[config.mk]
export PLATFORM = sky130hd
export DESIGN_NAME = seq_pattern_tx
export DESIGN_NICKNAME = d
export VERILOG_FILES = /design/src/rtl/seq_pattern_tx.sv
export SDC_FILE = /design/constraint.sdc
export NUM_CORES = 1
export LEC_CHECK = 0
export BUFFER_PORTS_ARGS = -buffer_cell sky130_fd_sc_hd__buf_2
export CORE_UTILIZATION = 34
export CTS_BUF_LIST = sky130_fd_sc_hd__clkbuf_2
export CTS_CLUSTER_SIZE = 25
export DETAILED_ROUTE_END_ITERATION = 10
export GPL_TIMING_DRIVEN = 0
export HOLD_SLACK_MARGIN = 0.08
export PLACE_DENSITY = 0.5
export RECOVER_POWER = 100
export SLEW_MARGIN = 30
export SYNTH_ARGS = -nofsm -noshare
export SYNTH_HDL_FRONTEND = slang
export SYNTH_SLANG_ARGS = --single-unit
[constraint.sdc]
create_clock -name clock -period 1.6 [get_ports clock]
set_input_delay 0.32 -clock clock [delete_from_list [all_inputs] [get_ports clock]]
set_output_delay 0.32 -clock clock [all_outputs]
set_load 0.03 [all_outputs]
[src/rtl/seq_pattern_tx.sv]
// seq_pattern_tx: sends a fixed PAT_W-bit pattern MSB-first, one bit per clock.
// A transmission has repeat_cnt+1 frames. Frames are separated by gap idle
// cycles, or they run back-to-back when gap is 0.
// Every output is registered and shows the state from the cycle before it.
// So the first bit appears one cycle after the state enters SHIFT, and done
// appears one cycle after the state enters DONE.
module seq_pattern_tx #(
    parameter int               PAT_W   = 5,
    parameter logic [PAT_W-1:0] PATTERN = PAT_W'(5'b11101),
    parameter int               GAP_W   = 4
) (
    input  logic             clock,
    input  logic             reset,
    input  logic             start,
    input  logic [3:0]       repeat_cnt,
    input  logic [GAP_W-1:0] gap,
    output logic             dataout,
    output logic             valid,
    output logic             frame_start,
    output logic             busy,
    output logic             done
);

    localparam int                BCNT_W   = $clog2(PAT_W);
    localparam logic [BCNT_W-1:0] LAST_BIT = BCNT_W'(PAT_W - 1);

    typedef enum logic [1:0] {
        S_IDLE  = 2'd0,
        S_SHIFT = 2'd1,
        S_GAP   = 2'd2,
        S_DONE  = 2'd3
    } state_t;

    state_t             r_state;
    logic [PAT_W-1:0]   r_sr;
    logic [BCNT_W-1:0]  r_bcnt;
    logic [3:0]         r_fcnt;
    logic [GAP_W-1:0]   r_gcnt;
    logic [GAP_W-1:0]   r_gap_q;
    logic               r_dataout;
    logic               r_valid;
    logic               r_frame_start;
    logic               r_busy;
    logic               r_done;

    state_t             w_state_nxt;
    logic [PAT_W-1:0]   w_sr_nxt;
    logic [BCNT_W-1:0]  w_bcnt_nxt;
    logic [3:0]         w_fcnt_nxt;
    logic [GAP_W-1:0]   w_gcnt_nxt;
    logic [GAP_W-1:0]   w_gap_q_nxt;
    logic               w_dataout_nxt;
    logic               w_valid_nxt;
    logic               w_frame_start_nxt;
    logic               w_busy_nxt;
    logic               w_done_nxt;

    // Next-state, datapath and next-output decode for the transmit FSM.
    always_comb begin
        // NOTE: every signal gets a default value first. Without it, any path
        // that skips an assignment would infer a latch.
        w_state_nxt       = r_state;
        w_sr_nxt          = r_sr;
        w_bcnt_nxt        = r_bcnt;
        w_fcnt_nxt        = r_fcnt;
        w_gcnt_nxt        = r_gcnt;
        w_gap_q_nxt       = r_gap_q;
        w_dataout_nxt     = 1'b0;
        w_valid_nxt       = 1'b0;
        w_frame_start_nxt = 1'b0;
        w_busy_nxt        = (r_state != S_IDLE);
        w_done_nxt        = 1'b0;

        case (r_state)
            S_IDLE: begin
                // start, repeat_cnt and gap are only sampled here.
                if (start) begin
                    w_sr_nxt    = PATTERN;
                    w_fcnt_nxt  = repeat_cnt;
                    w_gap_q_nxt = gap;
                    w_bcnt_nxt  = '0;
                    w_state_nxt = S_SHIFT;
                end
            end

            S_SHIFT: begin
                w_dataout_nxt     = r_sr[PAT_W-1];
                w_valid_nxt       = 1'b1;
                w_frame_start_nxt = (r_bcnt == '0);
                w_sr_nxt          = {r_sr[PAT_W-2:0], 1'b0};
                w_bcnt_nxt        = r_bcnt + 1'b1;
                if (r_bcnt == LAST_BIT) begin
                    if (r_fcnt == '0) begin
                        w_state_nxt = S_DONE;
                    end else if (r_gap_q == '0) begin
                        // Back-to-back: the next frame's first bit follows immediately.
                        w_fcnt_nxt = r_fcnt - 1'b1;
                        w_sr_nxt   = PATTERN;
                        w_bcnt_nxt = '0;
                    end else begin
                        w_fcnt_nxt  = r_fcnt - 1'b1;
                        w_gcnt_nxt  = r_gap_q;
                        w_state_nxt = S_GAP;
                    end
                end
            end

            S_GAP: begin
                // Counting down to 1 (rather than 0) makes the gap exactly gap_q cycles long.
                w_gcnt_nxt = r_gcnt - 1'b1;
                if (r_gcnt == GAP_W'(1)) begin
                    w_sr_nxt    = PATTERN;
                    w_bcnt_nxt  = '0;
                    w_state_nxt = S_SHIFT;
                end
            end

            S_DONE: begin
                w_done_nxt  = 1'b1;
                w_state_nxt = S_IDLE;
            end

            default: begin
                w_state_nxt = S_IDLE;
            end
        endcase
    end

    // State, datapath and output registers with a synchronous active-low reset.
    always_ff @(posedge clock) begin
        // NOTE: sequential state uses non-blocking assignments, so every
        // register samples its value from before the edge.
        if (!reset) begin
            r_state       <= S_IDLE;
            r_sr          <= '0;
            r_bcnt        <= '0;
            r_fcnt        <= '0;
            r_gcnt        <= '0;
            r_gap_q       <= '0;
            r_dataout     <= 1'b0;
            r_valid       <= 1'b0;
            r_frame_start <= 1'b0;
            r_busy        <= 1'b0;
            r_done        <= 1'b0;
        end else begin
            r_state       <= w_state_nxt;
            r_sr          <= w_sr_nxt;
            r_bcnt        <= w_bcnt_nxt;
            r_fcnt        <= w_fcnt_nxt;
            r_gcnt        <= w_gcnt_nxt;
            r_gap_q       <= w_gap_q_nxt;
            r_dataout     <= w_dataout_nxt;
            r_valid       <= w_valid_nxt;
            r_frame_start <= w_frame_start_nxt;
            r_busy        <= w_busy_nxt;
            r_done        <= w_done_nxt;
        end
    end

    assign dataout     = r_dataout;
    assign valid       = r_valid;
    assign frame_start = r_frame_start;
    assign busy        = r_busy;
    assign done        = r_done;

endmodule

# Yosys cells after proc, flatten, opt, wreduce, memory -nomap -nowiden
# Cells that the tools add are included.
# totals
register_bits,27
in_bits,11
out_inout_bits,5
elab_cells,67
# classes
addsub,3
n_eq_ne,11
muxes,28
n_reduce_logical,14
# op_table
op,n
5-bit two-way mux,5
4-bit two-way mux,6
4-bit one-hot mux with 2 select lines,2
3-bit two-way mux,5
5-bit one-hot mux with 3 select lines,1
4-bit AND reduction,3
2-bit two-way mux,5
2-bit != test (second input constant),5
3-bit one-hot mux with 3 select lines,1
4-bit logical NOT,2
2-bit one-hot mux with 4 select lines,1
4-bit by 1-bit subtractor with 4-bit output (second input constant),2
2-bit nonzero test,3
2-bit equality test (second input constant),2
4-bit by 1-bit equality test with 1-bit output (second input constant),1
2-bit AND reduction,2
3-bit by 1-bit adder with 3-bit output (second input constant),1
3-bit equality test (second input constant),1
3-bit logical NOT,1
3-bit != test (second input constant),1
3-bit AND reduction,1
3-bit nonzero test,1
2-bit by 1-bit equality test with 1-bit output (second input constant),1
2-bit logical NOT,1
1-bit two-way mux,2

# Depth between registers and ports, before layout
# logic_depth
ltp_word,5
depth_mapped,6

# Least setup slack after synthesis
# No wires, ideal clock.
# synth_timing
kind,flip-flop to flip-flop
startpoint,register r_fcnt[0]
endpoint,register r_fcnt[3]
setup_ps,115
arrival_ps,1378
required_ps,1485
path_slack_ps,106
path_stages_with_launch,7
n_path_buf,0
synth_period_minus_slack_ps,1494
cell_sequence,dfxtp_1 > inv_1 > ha_1 > nor3b_2 > o21ai_2 > and3_1 > a31o_1
# synth_via
elab_chain_cells,4
# synth_rtl
item,line_no,text
"start, declared",37,logic [3:0] r_fcnt;
"start signal, assigned",149,r_fcnt <= w_fcnt_nxt;
4-bit by 1-bit subtractor with 4-bit output,"97, 101",
4-bit two-way mux,93,if (r_fcnt == '0) begin
4-bit two-way mux,92,if (r_bcnt == LAST_BIT) begin
4-bit one-hot mux with 2 select lines,74,case (r_state)
# Several ways; a longest one is shown, not always the timed one. The select of a mux whose other input is x is not followed.
# A chain may end at the register's enable or synchronous reset.

# Final worst setup path
# layout_timing
startpoint,register r_bcnt[1]
endpoint,register r_fcnt[0]
# layout_via
elab_chain_cells,3
# layout_rtl
item,line_no,text
"start, declared",36,logic [BCNT_W-1:0] r_bcnt;
"start signal, assigned",148,r_bcnt <= w_bcnt_nxt;
3-bit equality test,92,
2-bit != test (no source line),-,
4-bit AND reduction (no source line),-,
# No other way between the ends.

==> results.py <==
metrics = {
    "route": {
        "wl_per_cell_um": 14.7,
        "drtIter0Drc": 57,
        "antenna_left": 0,
        "routed_via_density": 5.33,
        "drc_errors": 0,
        "vias": 1145,
        "totalWireLength_um": 3170,
        "dr.pass1.iters": 4,
    },
    "yosys": {
        "synthDistinctLibCells": 47,
        "ys_seq_elements": 27,
        "avgSynthCellArea_um2": 9.59,
        "synth_flop_cell": "dfxtp_1",
        "synth_warnings": 0,
        "synthArstFlopShare": 0,
        "synth_edf_count": 0,
        "postSynthCellCount": 137,
        "synth_sequential_area_ratio": 0.411,
        "netlist_area_um2": 1310,
        "syn-num-nets": 153,
    },
    "setup_path": {
        "cp.depth": 6,
        "start_kind": "register",
        "critPathTopFamily": "compound AO/OA/AOI/OAI gates",
        "cp-end-kind": "register",
        "crit_type": "reg2reg",
        "cp_slowest_cell": "dfxtp_2",
        "critPathBufInv": 1,
        "arrival_ns": 1.84,
        "r2r_cells": 6,
        "crit_required_ns": 1.89,
        "ff2ff_setup_slack_ns": 0.05,
        "worstPathCellList": "inv_2 > ha_4 > nand4b_1 > o21ai_4 > o21ai_2 > a221oi_2",
        "crit_path_max_incr_delay_ns": 0.38,
        "cp_max_fo": 7,
    },
    "final_layout": {
        "fillers": 368,
        "fin_cells": 215,
        "final_cell_mix": "21 x dfxtp_1, 17 x buf_2, 14 x nor2_1, 10 x buf_4",
        "final_net_count": 184,
        "layout_commonest_cell": "dfxtp_1",
        "area_growth_pct": 28.5,
        "fin_util": 0.458,
        "drive_gt1_frac": 0.383,
        "diodes": 0,
        "post-route-cell-area_um2": 1690,
    },
    "clocking": {
        "clock-sinks": 27,
        "cts_tree": "built",
        "htree_levels": 1,
        "cts_root_buf": "clkbuf_2",
        "cts_buffers": 3,
        "clk_latency_ns": 0.36,
        "clkTransAtPathRegs_ns": 0.25,
        "cts_buffer_depth": 2,
    },
    "worst_hold_path": {
        "hold_depth": 3,
        "hold_path_class": "in2reg",
    },
    "floorplan": {
        "coreArea_um2": 3690,
        "die_w_um": 64.2,
        "dieArea_um2": 4120,
        "die_y_um": 64.2,
        "floorplan.initialDensity": 0.356,
        "pin_count": 16,
        "num_rows": 22,
    },
    "sta": {
        "finClkSkew_ns": 0.0160,
        "min_period_ns": 1.55,
        "setup_viol": 0,
        "rsz0062_at_grt": "true",
        "setup_ws_ns": 0.0459,
        "fmax_mhz": 643,
        "tightest_slew_ns": 0.634,
        "holdWs_ns": 0.166,
        "drv_slew": 0,
        "finalHoldViolations": 0,
        "fin_crit_sh": 0.971,
        "max_slew_margin": 0.573,
        "finalSetupTns_ns": 0,
    },
    "global_route": {
        "antenna_found_initial": 0,
        "grt_pass1_wl_um": 5350,
        "grt_overflow": 0,
        "grt_max_degree": 15,
        "grt_pass1_vias": 1146,
        "grt_usage": 0.168,
    },
    "placed_design": {
        "gp_congestion": 0.871,
        "io_buffers": 15,
        "post_dp_cell_area_um2": 1450,
        "dp_slack_ns": -0.160,
        "dp_hpwl_um": 2150,
        "dpl.cell_count": 200,
    },
    "run_status": {
        "status": "complete, no violations",
    },
    "run": {
        "maxCapViolations": 0,
    },
    "power_and_ir_drop": {
        "ir_worst_vdd_mv": 0.394,
        "power_mw": 1.30,
        "powerDensity_nw_per_um2": 767,
        "leakage_nw": 0.678,
    },
}
==> state kept, by name (all words and copies together), names as in the netlist <==
| name | count |
|---|---|
| busy | 1 |
| dataout | 1 |
| done | 1 |
| frame_start | 1 |
| r_bcnt | 3 |
| r_fcnt | 4 |
| r_gap_q | 4 |
| r_gcnt | 4 |
| r_sr | 5 |
| r_state | 2 |
| valid | 1 |
==> worst reg2reg max path, stage by stage (launching register included) <==
cell,delay (ns)
dfxtp_2,0.38
inv_2,0.06
ha_4,0.16
nand4b_1,0.23
o21ai_4,0.30
o21ai_2,0.09
a221oi_2,0.27
==> area by class of cell <==
type,instances,area (um2),area share
Tap cell,48,60.1,0.0356
Buffer,5,21.3,0.0126
Sequential cell,27,548,0.325
Multi-Input combinational cell,98,848,0.503
Timing Repair Buffer,26,161,0.0956
Clock buffer,4,20.0,0.0119
Inverter,7,28.8,0.0170
==> worst paths after layout <==
path / endpoint / startpoint
max reg2reg: r_fcnt[0] / r_bcnt[1]
max: r_fcnt[0] / r_bcnt[1]
min: r_gap_q[1] / gap[1]
min reg2reg: dataout / r_sr[4]
==> cell families (layout without fill, tap and decap cells) <==
logic type | Yosys count | after routing | synth area share
buf+inv | 12 | 42 | 0.0362
fa+ha+maj | 5 | 5 | 0.0476
xor+xnor | 3 | 3 | 0.0200
simple gates | 46 | 46 | 0.211
compound gates | 39 | 39 | 0.235
flops | 27 | 27 | 0.411
mux | 5 | 5 | 0.0381
==> metal layers <==
| metal | track usage | routed length (um) | part of all wire |
|---|---|---|---|
| met4 | 0.0417 | 63 | 0.020 |
| met5 | 0 | 0 | 0 |
| met3 | 0.0375 | 111 | 0.035 |
| met1 | 0.200 | 1480 | 0.47 |
| met2 | 0.303 | 1510 | 0.48 |
==> where the power goes <==
group / internal (mW) / total [mW] / switching [mW]
registers: 0.710 / 0.740 / 0.0300
clock network: 0.0660 / 0.265 / 0.199
logic: 0.141 / 0.290 / 0.149
total: 0.917 / 1.30 / 0.379
==> synthesized netlist by cell type (5+ instances only) <==
cell	number	area share
dfxtp_1	27	0.41
nand2_1	5	0.014
o21ai_1	5	0.019
inv_1	7	0.020
nor2_1	16	0.046
a21oi_1	7	0.027
ha_1	5	0.048
mux2i_1	5	0.038
==> timing repair <==
action                     in CTS  in global routing
setup buffers                   7                  4
hold buffers                    0                  0
pin swaps                       5                  7
resized for setup              20                 15
setup endpoints to repair      15                 15
No activity file was read; power rests on OpenSTA's default activity.
